`src/rtl/hazard_scoreboard.sv`:
```
// D-stage hazard unit: per-register pending-Tnew countdown table plus MDU busy sequencer.
// Optional HAZ_STAT_EN adds free-running stall statistics counters.
module hazard_scoreboard #(
  parameter int unsigned NREG     = 32,
  parameter int unsigned TNEW_W   = 2,
  parameter int unsigned MULT_LAT = 5,
  parameter int unsigned DIV_LAT  = 10
) (
  input  logic                     clk,
  input  logic                     reset,
  input  logic                     id_valid,
  input  logic [$clog2(NREG)-1:0]  id_rs,
  input  logic [$clog2(NREG)-1:0]  id_rt,
  input  logic                     id_use_rs,
  input  logic                     id_use_rt,
  input  logic [TNEW_W-1:0]        id_tuse_rs,
  input  logic [TNEW_W-1:0]        id_tuse_rt,
  input  logic                     id_wr_en,
  input  logic [$clog2(NREG)-1:0]  id_wr_addr,
  input  logic [TNEW_W-1:0]        id_tnew,
  input  logic                     id_is_md,
  input  logic                     flush_e,
  input  logic                     md_start,
  input  logic                     md_is_div,
`ifdef HAZ_STAT_EN
  output logic [31:0]              stall_cnt,
  output logic [31:0]              md_stall_cnt,
`endif
  output logic                     stall,
  output logic                     md_busy
);

  localparam int unsigned MAX_LAT = (MULT_LAT > DIV_LAT) ? MULT_LAT : DIV_LAT;
  localparam int unsigned MDC_W   = $clog2(MAX_LAT + 1);

  logic [TNEW_W-1:0] pend     [NREG];
  logic [TNEW_W-1:0] pend_nxt [NREG];
  logic [MDC_W-1:0]  mdc;
  logic              stall_rs;
  logic              stall_rt;
  logic              stall_md;
  logic              issue;

  // Outputs are forced low while reset is held so stale state never leaks out.
  always_comb begin
    md_busy  = reset & (mdc != '0);
    stall_rs = reset & id_valid & id_use_rs & (id_rs != '0) & (pend[id_rs] > id_tuse_rs);
    stall_rt = reset & id_valid & id_use_rt & (id_rt != '0) & (pend[id_rt] > id_tuse_rt);
    stall_md = reset & id_valid & id_is_md & ((mdc != '0) | md_start);
    stall    = stall_rs | stall_rt | stall_md;
    issue    = id_valid & ~stall & ~flush_e;
  end

  // Decrement everything, then let the newly issued writer override its own entry.
  always_comb begin
    for (int unsigned r = 0; r < NREG; r++) begin
      pend_nxt[r] = (pend[r] != '0) ? pend[r] - TNEW_W'(1) : '0;
    end
    if (issue && id_wr_en && (id_wr_addr != '0)) begin
      pend_nxt[id_wr_addr] = id_tnew;
    end
    pend_nxt[0] = '0;
  end

  always_ff @(posedge clk) begin
    if (!reset) begin
      for (int unsigned r = 0; r < NREG; r++) begin
        pend[r] <= '0;
      end
    end else begin
      for (int unsigned r = 0; r < NREG; r++) begin
        pend[r] <= pend_nxt[r];
      end
    end
  end

  always_ff @(posedge clk) begin
    if (!reset) begin
      mdc <= '0;
    end else if (md_start && (mdc == '0)) begin
      mdc <= md_is_div ? MDC_W'(DIV_LAT) : MDC_W'(MULT_LAT);
    end else if (mdc != '0) begin
      mdc <= mdc - MDC_W'(1);
    end
  end

`ifdef HAZ_STAT_EN
  always_ff @(posedge clk) begin
    if (!reset) begin
      stall_cnt    <= '0;
      md_stall_cnt <= '0;
    end else begin
      if (stall) begin
        stall_cnt <= stall_cnt + 32'd1;
      end
      if (stall_md) begin
        md_stall_cnt <= md_stall_cnt + 32'd1;
      end
    end
  end
`endif

endmodule

```
`config.mk`:
```
export PLATFORM = sky130hd
export DESIGN_NAME = hazard_scoreboard
export DESIGN_NICKNAME = d
export VERILOG_FILES = /design/src/rtl/hazard_scoreboard.sv
export SDC_FILE = /design/constraint.sdc
export NUM_CORES = 1
export LEC_CHECK = 0
export BUFFER_PORTS_ARGS = -buffer_cell sky130_fd_sc_hd__buf_2
export CORE_ASPECT_RATIO = 1.5
export CORE_MARGIN = 3
export CORE_UTILIZATION = 40
export DETAILED_ROUTE_END_ITERATION = 7
export GPL_TIMING_DRIVEN = 0
export HOLD_SLACK_MARGIN = 0.02
export PLACE_DENSITY = 0.53
export SYNTH_ARGS = -nofsm -noshare
export SYNTH_HDL_FRONTEND = slang
export SYNTH_SLANG_ARGS = --single-unit
```
`constraint.sdc`:
```
create_clock -name clk -period 8.06 [get_ports clk]
set_input_delay 1.612 -clock clk [delete_from_list [all_inputs] [get_ports clk]]
set_output_delay 1.612 -clock clk [all_outputs]
set_load 0.03 [all_outputs]
```
# After elaboration in Yosys (flattened, before gate mapping)
# Memory sizes are Yosys's and may differ from the RTL's.
# Index checks and enable logic that the tools add are counted.
[word_totals] ramBits=64 memories=1 out_inout_bits=2 inputBits=31 reg_bits=4 elab_cells=204
[memory_table] name="pend" depth=32 width=2 read_ports=34 rd_clocked_by_memory_dff=0 wr=32 line="36" text="logic [TNEW_W-1:0] pend [NREG];"
[op_classes] bitwise_logic=50 add_sub_neg=33 n_reduce_logical=42 magnitude_cmp=4 n_mux=73
[op_table] op="$mux 2" n=65
[op_table] op="$reduce_bool 2->1" n=33
[op_table] op="$bwmux 64" n=1
[op_table] op="$sub 2x1->2 const B" n=32
[op_table] op="$mux 62" n=1
[op_table] op="$or 1x1->1" n=35
[op_table] op="$reduce_bool 5->1" n=3
[op_table] op="$and 1x1->1" n=12
[op_table] op="$mux 4" n=3
[op_table] op="$demux 2 s5" n=1
[op_table] op="$ge 6x6->1 const B" n=1
[op_table] op="$lt 6x1->1 const B" n=1
[op_table] op="$not 5->6" n=1
[op_table] op="$gt 2x2->1" n=2
[op_table] op="$logic_and 1x1->1" n=4
[op_table] op="$logic_not 4->1" n=1
[op_table] op="$reduce_bool 4->1" n=1
[op_table] op="$sub 4x1->4 const B" n=1
[op_table] op="$mux 1" n=2
[op_table] op="$not 1->1" n=2

# Longest topological paths before layout
[logic_depth] depth_word=13 mapped_depth=14 ltp_nobuf=10

# Worst setup path after synthesis
# No wires, ideal clock.
[synth_timing] path_type="input to output" start="in id_rt[1]" end="out stall" path_slack_ns=1.681 arrival_ns=4.767 t_required_ns=6.448 stages=12 n_path_buf=4 cell_sequence="buf_2 > buf_1 > mux4_2 > mux4_2 > mux2_2 > ha_1 > nor2b_1 > o211ai_2 > o221a_1 > buf_4 > buf_4 > nor2_1"
[synth_via] elab_chain_len=5 word_cells_on_any_way=7 cone_classes="1 x order compare; 4 x bitwise; 1 x reduce/logical; 1 x memory"
[synth_rtl] element="start: declaration" line="13" text="input logic [$clog2(NREG)-1:0] id_rt,"
[synth_rtl] element="$mem_v2 32x2 / $reduce_bool 5->1 (equally long branches)"
[synth_rtl] element="$gt 2x2->1 / $and 1x1->1 (equally long branches)" line="48" text="stall_rt = reset & id_valid & id_use_rt & (id_rt != '0) & (pend[id_rt] > id_tuse_rt);"
[synth_rtl] element="$and 1x1->1 (*)" line="48"
[synth_rtl] element="$or 1x1->1 (*) (2 in series)" line="50" text="stall = stall_rs | stall_rt | stall_md;"
[synth_rtl] element="end: declaration" line="29" text="output logic stall,"
# Mark *: on every way between the ends. The rest lies on a longest branch, timed or not.

# Worst setup path in the final report
# Same ends and word-level chain as after synthesis.

==> impl_metrics.ini <==
[detailed_routing]
drt_first_pass_iters = 5
drc = 0
wirelength_mm = 14.6
drt-initial-drc-count = 280
wl_per_cell_um = 22.9
via_per_inst = 6.35
via_count = 4047
drtAntennaViolNets = 0

[logic_synthesis]
synth_top_cell_by_area = dfxtp_1
netlist.area_leader.share_pct = 29.9
async_flop_share_pct = 0
ys_seq_area_share_pct = 29.9
synth_edf_count = 0
yosysWarnings = 0
synth_area_um2 = 4420
yosys-top-cells-area = dfxtp_1 30%, mux4_2 18%, o2111ai_1 4.8%
syn_nets = 487
synth_area_per_cell_um2 = 9.80
synth_cell_types = 53
netlist_instances = 451
ys_seq_elements = 66
ys.flop_type = dfxtp_1

[pwr]
p_comb_share_pct = 18.4
p_sw_uw = 284
peakVddDrop_mv = 0.0990
clkPwrFrac_pct = 45.5
p_seq_share_pct = 36.1
p_per_area_nw_per_um2 = 188
p_sw_share_pct = 29.8
leakage_uw = 0.00166
p_int_uw = 669

[placement]
dp_hpwl_mm = 11.4
portBuffers = 26
place_inst = 621
gp_congestion = 0.841
postPlaceCellArea_um2 = 4730

[timing]
fin_crit_ps = 6920
skew_ps = 8.81
setup_viol = 0
rsz0062_at_grt = no
fmax_mhz = 145
finalHoldViolCount = 0
fin_setup_tns_ps = 0
slew_violations = 0
finalCritPeriodShare_pct = 85.8
max_slew_margin_pct = 26.8
max_slew.worst_pin.slew_ps = 1100

[cells_and_area]
final_common_cell = dfxtp_1
layout_common_cells = 66 x dfxtp_1, 36 x mux4_2, 31 x buf_2, 31 x clkbuf_1, 25 x o21ai_0
fin_cells = 637
final_area_um2 = 5060
fin_nets = 524
area_delta_synth_final_pct = 14.4
drive_gt1_share_pct = 21.9
antennaDiodeCount = 0

[worst_setup_path]
r2r-end = pend[16][0]$_SDFF_PN0_
crit_chain = buf_2 -> buf_1 -> mux4_2 -> mux4_2 -> mux2_2 -> ha_1 -> nor2b_1 -> o211ai_2 -> o221a_1 -> buf_4 -> buf_4 -> nor2_1 -> buf_2
cp_data_arrival_time_ps = 5300
cpMaxStageDelayCell = buf_1
critPathMaxFanout = 10
critPathLaunch = id_rt[1]
cp-end-kind = output port
cp.required_ps = 6450
path_delay_family = buffers and inverters
path_buf_inv = 5
r2r_cells = 10
cp_num_cells = 13
r2r_slack_ps = 4400
critPathLaunchType = input port
timing.critical_path.to = stall
r2r_start = pend[14][1]$_SDFF_PN0_
critPathKind = input port to output port
max_stage_delay_ps = 500

[grt]
grt_usage_pct = 24.4
grt_start_max_net_pins = 14
grt_pass1_wl_mm = 22.9
grt_pass1_vias = 4076
antenna_found_initial = 0
overflow = 0

[die]
core-area_um2 = 10700
die_area_um2 = 12400
ios = 33
rows = 46
fp.dieH_um = 135
die_x_um = 91.8
start_util_pct = 41.3

[job]
maxCapViolCount = 0

[clock_network]
clock-root-buffer = clkbuf_16
cts.sink_count = 66
post-cts-setup-buffers = 0
ctsResizeCount = 0
clk_latency_ps = 340
cts.clk_slew.worst_paths_ps = 60
cts_hold_buf = 0
cts_tree = done
htreeDepth = 3
numCtsBuffers = 9
clk_path_buf_depth = 2

[status]
outcome = complete, no violations

[min_path]
hp-class = register to register
-- cell usage after synthesis, types with 3 or more instances --
master / instances
a211oi_2: 3
a21oi_1: 23
and2_1: 8
buf_1: 6
buf_2: 5
buf_4: 3
buf_6: 3
clkbuf_1: 31
dfxtp_1: 66
ha_1: 5
inv_1: 9
mux2_2: 4
mux2i_1: 18
mux4_2: 36
nand2_1: 11
nand3_1: 19
nand3b_1: 19
nand4_1: 16
nor2_1: 9
nor2b_1: 13
nor3_1: 19
o2111ai_1: 24
o211ai_1: 20
o21ai_0: 25
o22ai_1: 14
o311ai_2: 4
or2_2: 3
-- sequential cells by signal (all words and copies together), names as in the netlist --
| signal | flops |
|---|---|
| mdc | 4 |
| pend | 62 |
-- power groups by stage --
| stage | Combinational, uW | Clock, uW | Sequential [uW] |
|---|---|---|---|
| 2_1_floorplan | 123 | 0 | 349 |
| 3_3_place_gp | 173 | 0 | 351 |
| 3_5_place_dp | 174 | 0 | 351 |
| 4_1_cts | 175 | 441 | 344 |
| 5_1_grt | 192 | 455 | 346 |
| 6_report | 175 | 434 | 344 |
-- worst min-delay path by stage --
stage	start	end	slack, ps	depth (start not counted)
after floorplan	pend[10][0]$_SDFF_PN0_	pend[10][0]$_SDFF_PN0_	430	1
after global placement	mdc[3]$_SDFFE_PN0P_	mdc[3]$_SDFFE_PN0P_	490	2
after detailed placement	mdc[3]$_SDFFE_PN0P_	mdc[3]$_SDFFE_PN0P_	490	2
after CTS	mdc[3]$_SDFFE_PN0P_	mdc[3]$_SDFFE_PN0P_	490	2
after global routing	mdc[3]$_SDFFE_PN0P_	mdc[3]$_SDFFE_PN0P_	520	2
final	mdc[3]$_SDFFE_PN0P_	mdc[3]$_SDFFE_PN0P_	490	2
-- cell families (layout without fill, tap and decap cells) --
| kind of cell | count (synthesis) | count (layout) | synth area share [%] |
|---|---|---|---|
| simple gates | 133 | 133 | 18.0 |
| compound gates | 131 | 131 | 21.4 |
| flops | 66 | 66 | 29.9 |
| mux | 58 | 58 | 23.4 |
| buf+inv | 58 | 100 | 5.83 |
| fa+ha+maj | 5 | 5 | 1.42 |
-- worst register-to-register path, delay by kind of cell, from the launching register on --
family	cells	cell delay [ps]
and+or+nand+nor	1	150
DFF	1	370
muxes	4	1470
adders and majority gates	1	280
buffers and inverters	1	220
AOI/OAI and AO/OA	3	1080
-- routing by layer --
layer  routed length (um)  track usage, %
met3                  657            4.18
met4                  754            12.6
met5                    0               0
met1                 5770            29.0
met2                 7400            42.0
-- final cells by class --
type,instances,area [um2]
timing repair buffer,26,130
clock buffer,9,225
buffer,48,220
tap,144,180
fill,1084,5650
sequential,66,1320
clock inverter,7,103
multi-input combinational,327,2840
inverter,10,37.5
-- metrics by stage --
step	hold WS, ps	util, %	worst slack [ps]	power [uW]
6_report	494	47.2	1140	953
5_1_grt	521	47.2	998	992
4_1_cts	494	47.2	1130	960
3_5_place_dp	486	44.2	1140	526
3_3_place_gp	487	44.2	1130	525
2_1_floorplan	430	-	1680	473
No activity file was read; power rests on OpenSTA's default activity.
